**src/rtl/pic_pkg.sv**
```systemverilog
// Shared definitions for the PIC host master.
// Contents:
//   - ICW1 bit positions: IC4 (ICW4 needed), SNGL (single PIC, no ICW3),
//     and ICW1_MARK (the bit that identifies an ICW1 write).
//   - state_t, the bus sequencer state encoding.
//   - widx_t, the index of the ICW currently being written.
//   - next_write(), which picks the next ICW from the ICW1 option bits.
package pic_pkg;

  localparam int IC4       = 0;
  localparam int SNGL      = 1;
  localparam int ICW1_MARK = 4;

  typedef enum logic [3:0] {
    IDLE,
    W_SETUP,
    W_STROBE,
    W_HOLD,
    W_GAP,
    A_LOW1,
    A_GAP,
    A_LOW2,
    A_DONE
  } state_t;

  typedef logic [1:0] widx_t;

  // Returns {more, next_index} after writing ICW 'cur'.
  // Index 0..3 maps to ICW1..ICW4.
  function automatic logic [2:0] next_write(input widx_t cur, input logic [7:0] icw1);
    logic [2:0] r;
    r = 3'b000;
    case (cur)
      2'd0: r = {1'b1, 2'd1};
      2'd1: begin
        if (!icw1[SNGL])    r = {1'b1, 2'd2};
        else if (icw1[IC4]) r = {1'b1, 2'd3};
      end
      2'd2: if (icw1[IC4]) r = {1'b1, 2'd3};
      default: r = 3'b000;
    endcase
    return r;
  endfunction

endpackage

```
**src/rtl/sync_2ff.sv**
```systemverilog
// Two-flop synchronizer for a single asynchronous level.
// Ports:
//   clk   - destination clock
//   rst_n - asynchronous active-low reset; the output clears to 0
//   d     - asynchronous input
//   q     - synchronized output, two clk cycles behind d
module sync_2ff (
  input  logic clk,
  input  logic rst_n,
  input  logic d,
  output logic q
);

  logic meta;

  always_ff @(posedge clk or negedge rst_n) begin
    if (!rst_n) begin
      meta <= 1'b0;
      q    <= 1'b0;
    end else begin
      meta <= d;
      q    <= meta;
    end
  end

endmodule

```
**src/rtl/pic_host_master.sv**
```systemverilog
// CPU-side bus master for a programmable interrupt controller.
//
// On an accepted init_start it programs the PIC with the ICW1..ICW4 write
// sequence. ICW3 and ICW4 are skipped according to the ICW1 option bits.
// It answers a synchronized INT with a two-pulse INTA cycle and captures
// the vector that the PIC drives on the second pulse.
//
// Inputs:
//   clk, rst_n (asynchronous, active low)
//   init_start, icw1_in..icw4_in
//   int_enable, INT (asynchronous)
//   data_in
// Bus outputs:
//   cs_n, wr_n, rd_n (held 1), a0, data_out, data_oe
//   INTA, number_of_ack
// Status outputs:
//   init_busy, init_done (pulse), vector_valid (pulse), vector
module pic_host_master
  import pic_pkg::*;
#(
  parameter int STROBE_CYCLES = 2,
  parameter int GAP_CYCLES    = 1
) (
  input  logic       clk,
  input  logic       rst_n,
  input  logic       init_start,
  input  logic [7:0] icw1_in,
  input  logic [7:0] icw2_in,
  input  logic [7:0] icw3_in,
  input  logic [7:0] icw4_in,
  input  logic       int_enable,
  input  logic       INT,
  input  logic [7:0] data_in,
  output logic       cs_n,
  output logic       wr_n,
  output logic       rd_n,
  output logic       a0,
  output logic [7:0] data_out,
  output logic       data_oe,
  output logic       INTA,
  output logic [1:0] number_of_ack,
  output logic       init_busy,
  output logic       init_done,
  output logic       vector_valid,
  output logic [7:0] vector
);

  localparam logic [3:0] STROBE_LD = 4'(STROBE_CYCLES - 1);
  localparam logic [3:0] GAP_LD    = 4'(GAP_CYCLES - 1);

  state_t     state;
  logic [3:0] cnt;
  widx_t      widx;
  logic       initialized;
  logic       armed;
  logic       init_pend;
  logic       int_s;
  logic [7:0] icw_q [4];
  logic       is_write;
  logic       is_ack;
  logic       start_req;
  logic       ack_go;
  logic [2:0] nxt;
  logic [7:0] icw1_marked;

  sync_2ff u_int_sync (
    .clk   (clk),
    .rst_n (rst_n),
    .d     (INT),
    .q     (int_s)
  );

  assign rd_n      = 1'b1;
  assign is_write  = state inside {W_SETUP, W_STROBE, W_HOLD, W_GAP};
  assign is_ack    = state inside {A_LOW1, A_GAP, A_LOW2, A_DONE};
  assign start_req = init_start || init_pend;
  assign ack_go    = initialized && int_enable && int_s && armed;
  assign nxt       = next_write(widx, icw_q[0]);

  // The first write uses the live ICW1 input on a direct accept.
  // It uses the stored copy when servicing a pending request.
  always_comb begin
    icw1_marked            = init_pend ? icw_q[0] : icw1_in;
    icw1_marked[ICW1_MARK] = 1'b1;
  end

  // ICW values are captured with the request. This also covers a request
  // that arrives during an acknowledge and is serviced later. Requests seen
  // during a write sequence are ignored.
  always_ff @(posedge clk) begin
    if (init_start && !init_pend && !is_write) begin
      icw_q[0] <= icw1_in;
      icw_q[1] <= icw2_in;
      icw_q[2] <= icw3_in;
      icw_q[3] <= icw4_in;
    end
  end

  always_ff @(posedge clk or negedge rst_n) begin
    if (!rst_n) begin
      state         <= IDLE;
      cnt           <= 4'd0;
      widx          <= 2'd0;
      cs_n          <= 1'b1;
      wr_n          <= 1'b1;
      a0            <= 1'b0;
      data_out      <= 8'h00;
      data_oe       <= 1'b0;
      INTA          <= 1'b1;
      number_of_ack <= 2'd0;
      init_busy     <= 1'b0;
      init_done     <= 1'b0;
      vector_valid  <= 1'b0;
      vector        <= 8'h00;
      initialized   <= 1'b0;
      armed         <= 1'b0;
      init_pend     <= 1'b0;
    end else begin
      init_done    <= 1'b0;
      vector_valid <= 1'b0;
      if (!int_s) armed <= 1'b1;
      if (is_ack && init_start) init_pend <= 1'b1;

      case (state)
        IDLE: begin
          // An init request beats a simultaneous acknowledge trigger.
          // The INT stays armed and is answered afterwards.
          if (start_req) begin
            state     <= W_SETUP;
            init_pend <= 1'b0;
            widx      <= 2'd0;
            cs_n      <= 1'b0;
            wr_n      <= 1'b1;
            a0        <= 1'b0;
            data_out  <= icw1_marked;
            data_oe   <= 1'b1;
            init_busy <= 1'b1;
          end else if (ack_go) begin
            state         <= A_LOW1;
            INTA          <= 1'b0;
            number_of_ack <= 2'd1;
            cnt           <= STROBE_LD;
          end
        end
        W_SETUP: begin
          state <= W_STROBE;
          wr_n  <= 1'b0;
          cnt   <= STROBE_LD;
        end
        W_STROBE: begin
          if (cnt == 4'd0) begin
            state <= W_HOLD;
            wr_n  <= 1'b1;
          end else begin
            cnt <= cnt - 4'd1;
          end
        end
        W_HOLD: begin
          cs_n    <= 1'b1;
          data_oe <= 1'b0;
          if (nxt[2]) begin
            state <= W_GAP;
            widx  <= nxt[1:0];
            cnt   <= GAP_LD;
          end else begin
            state       <= IDLE;
            init_busy   <= 1'b0;
            init_done   <= 1'b1;
            initialized <= 1'b1;
          end
        end
        W_GAP: begin
          if (cnt == 4'd0) begin
            state    <= W_SETUP;
            cs_n     <= 1'b0;
            a0       <= 1'b1;
            data_out <= icw_q[widx];
            data_oe  <= 1'b1;
          end else begin
            cnt <= cnt - 4'd1;
          end
        end
        A_LOW1: begin
          if (cnt == 4'd0) begin
            state <= A_GAP;
            INTA  <= 1'b1;
            cnt   <= GAP_LD;
          end else begin
            cnt <= cnt - 4'd1;
          end
        end
        A_GAP: begin
          if (cnt == 4'd0) begin
            state         <= A_LOW2;
            INTA          <= 1'b0;
            number_of_ack <= 2'd2;
            cnt           <= STROBE_LD;
          end else begin
            cnt <= cnt - 4'd1;
          end
        end
        A_LOW2: begin
          // The PIC drives the vector while the second pulse is low.
          // It is sampled on the final low cycle.
          if (cnt == 4'd0) begin
            state         <= A_DONE;
            INTA          <= 1'b1;
            number_of_ack <= 2'd0;
            vector        <= data_in;
            vector_valid  <= 1'b1;
            armed         <= 1'b0;
          end else begin
            cnt <= cnt - 4'd1;
          end
        end
        A_DONE: state <= IDLE;
        default: state <= IDLE;
      endcase
    end
  end

endmodule

```
**config.mk**
```make
export PLATFORM = sky130hd
export DESIGN_NAME = pic_host_master
export DESIGN_NICKNAME = d
export VERILOG_FILES = /design/src/rtl/pic_pkg.sv /design/src/rtl/sync_2ff.sv /design/src/rtl/pic_host_master.sv
export SDC_FILE = /design/constraint.sdc
export NUM_CORES = 1
export LEC_CHECK = 0
export CORE_UTILIZATION = 54
export DETAILED_ROUTE_END_ITERATION = 10
export PLACE_DENSITY_LB_ADDON = 0.15
export SYNTH_ARGS = -nofsm -noshare
export SYNTH_HDL_FRONTEND = slang
export SYNTH_SLANG_ARGS = --single-unit
```
**constraint.sdc**
```tcl
create_clock -name clk -period 7 [get_ports clk]
set_input_delay 0.7 -clock clk [delete_from_list [all_inputs] [get_ports clk]]
set_output_delay 0.7 -clock clk [all_outputs]
set_load 0.01 [all_outputs]
```
==> results_dict.tcl <==
set metrics [dict create \
    syn-instance-count 252 \
    dr.pass1.iters 4 \
    whs_ps 351 \
    p_per_area_nw_per_um2 443 \
    period_minus_slack_ps 2390 \
    synthesis.nets 299 \
    cts_buffers 9 \
    synth_area_per_cell_um2 13.2 \
    setup_viol 0 \
    power.total_w 0.00192 \
    max_slew_margin_pct 39.7 \
    r2r_slack_ps 4610 \
    vdd_drop_max_mv 0.227 \
    grt_pass1_wl_um 10300 \
    antenna_found_initial 0 \
    grt_overflow 0 \
    hold_violations 0 \
    yosysWarnings 0 \
    clock_sinks 73 \
    fin_util_pct 73.1 \
    cp.required_ps 7230 \
    insertion_delay_ps 350 \
    wl_per_cell_um 15.8 \
    mostFrequentLayoutCell "clkdlybuf4s50_1" \
    crit_end "data_out[2]" \
    cts_hold_buf 0 \
    r2r_cells 4 \
    setup_tns_ps 0 \
    hpwlAfterDp_um 4320 \
    post_cts_buffers 0 \
    grt_use_total_pct 21.7 \
    clock_skew_ps 7.38 \
    cp.arrival_ps 2620 \
    tightestPinTransition_ps 904 \
    hp-class "reg -> reg" \
    io_pins 72 \
    grt_max_degree 42 \
    htree_levels 3 \
    drtIter0Drc 162 \
    crit_path_start "state[2]" \
    slew_violations 0 \
    leakage_nw 1.67 \
    drc_errors 0 \
    yosys_register_bits 73 \
    async_flop_share_pct 56.2 \
    drive_gt1_share_pct 16.6 \
    nets 367 \
    postRouteAntennaNets 0 \
    core_area_um2 5920 \
    cts.path.max_buffers 2 \
    row_count 28 \
    end_kind "flop" \
    io_buffers 70 \
    rsz0062_at_grt "false" \
    num_vias 2226 \
    synth_cell_types 57 \
    cts_resized 0 \
    gp_congestion 0.826 \
    status "finished, final reports clean" \
    synth_edf_count 32 \
    syn_area_um2 3330 \
    crit_fanout 21 \
    diodes 0 \
    clockRootBuffer "clkbuf_8" \
    path_clk_slew_ps 80 \
    drv_cap 0 \
    mostFrequentLayoutCells "clkdlybuf4s50_1, dfrtp_1, edfxtp_1" \
    ys_seq_area_share_pct 59.7 \
    die-area_um2 6490 \
    cts_tree "yes" \
    ys.flop_type "dfrtp_1" \
    die_w_um 80.6 \
    min_period_over_period_pct 34.1 \
    wl_um 6300 \
    initial_core_util_pct 56.3 \
    viasPerCell 5.57 \
    crit-reg2reg-capture "data_out[2]" \
    crit_type "reg -> reg" \
    area_growth_pct 29.8 \
    grt_pass1_vias 2217 \
    r2r-start "state[2]" \
    start_kind "flop" \
    fp.dieH_um 80.6 \
    max_freq_mhz 419 \
]
## worst min path at each step
stage | end | from | depth (start not counted)
after detailed placement | u_int_sync.q | u_int_sync.meta | 0
after global placement | u_int_sync.q | u_int_sync.meta | 0
after CTS | u_int_sync.q | u_int_sync.meta | 0
final | u_int_sync.q | u_int_sync.meta | 0
after global routing | u_int_sync.q | u_int_sync.meta | 0
after floorplan | u_int_sync.q | u_int_sync.meta | 0
## worst max-delay path, cell delays in order, from the launching register on
cell     delay, ps
dfrtp_1        720
nor4b_4        680
nand2_1        260
nand2_2        250
mux2_2         360
## through the flow
| stage | cell area (um2) | cells | worst slack [ps] |
|---|---|---|---|
| final | 4330 | 400 | 4610 |
| after global routing | 4330 | 400 | 4390 |
| after CTS | 4330 | 400 | 4580 |
| after detailed placement | 4060 | 384 | 4610 |
| after global placement | 4060 | 384 | 4670 |
| after floorplan | 3330 | 252 | 3160 |
## logic make-up (layout without fill, tap and decap cells)
| family | after synthesis | count (layout) | share of synthesized area (%) |
|---|---|---|---|
| buf+inv | 21 | 94 | 3.04 |
| mux | 33 | 33 | 13.6 |
| fa+ha+maj | 2 | 2 | 0.751 |
| xor+xnor | 4 | 4 | 1.05 |
| simple gates | 65 | 65 | 11.0 |
| other cells | 1 | 1 | 0.113 |
| flops | 73 | 73 | 59.7 |
| compound gates | 53 | 53 | 10.7 |
## where the power goes
part | internal, W | total (W) | leakage [nW] | switching [W]
clock network | 0.000281 | 0.000437 | 0.134 | 0.000156
logic | 0.000405 | 0.000728 | 0.765 | 0.000323
registers | 0.000601 | 0.000753 | 0.775 | 0.000152
## synthesized netlist by cell type, types with 3 or more instances
library cell / number / area (um2)
a21oi_1: 12 / 60.1
a31oi_1: 3 / 18.8
buf_2: 9 / 45.0
dfrtp_1: 38 / 951
dfstp_2: 3 / 78.8
edfxtp_1: 32 / 961
inv_1: 7 / 26.3
mux2_2: 15 / 169
mux2i_1: 8 / 80.1
mux4_2: 8 / 180
nand2_1: 24 / 90.1
nand2b_1: 5 / 31.3
nor2_1: 10 / 37.5
nor2b_1: 3 / 18.8
nor3_1: 5 / 25.0
o21ai_0: 16 / 80.1
xnor2_1: 4 / 35.0
## per-layer routing
metal	vias to the layer above	part of all wire, %	routed length [um]	GRT usage, %
met1	1081	42	2640	26.3
met3	5	4.6	288	5.34
met5	-	0	0	0
met4	0	0.78	49	10.2
met2	65	53	3320	36.3
li1	1075	-	-	-
## flip-flops by register name (all words and copies together) (netlist names)
register and cells:
u_int_sync.meta 1, a0 1, icw_q 32, init_done 1, data_oe 1, INTA 1
init_busy 1, widx 2, data_out 8, state 4, cs_n 1, init_pend 1
vector_valid 1, vector 8, wr_n 1, armed 1, initialized 1, cnt 4
number_of_ack 2, u_int_sync.q 1
## area by class of cell
| cell class | count | area [um2] |
|---|---|---|
| Multi-Input combinational cell | 158 | 1250 |
| Sequential cell | 73 | 1990 |
| Fill cell | 408 | 1590 |
| Inverter | 7 | 26.3 |
| Tap cell | 75 | 93.8 |
| Clock buffer | 10 | 138 |
| Timing Repair Buffer | 71 | 703 |
| Clock inverter | 6 | 129 |
Power figures use the tool's default switching activity.
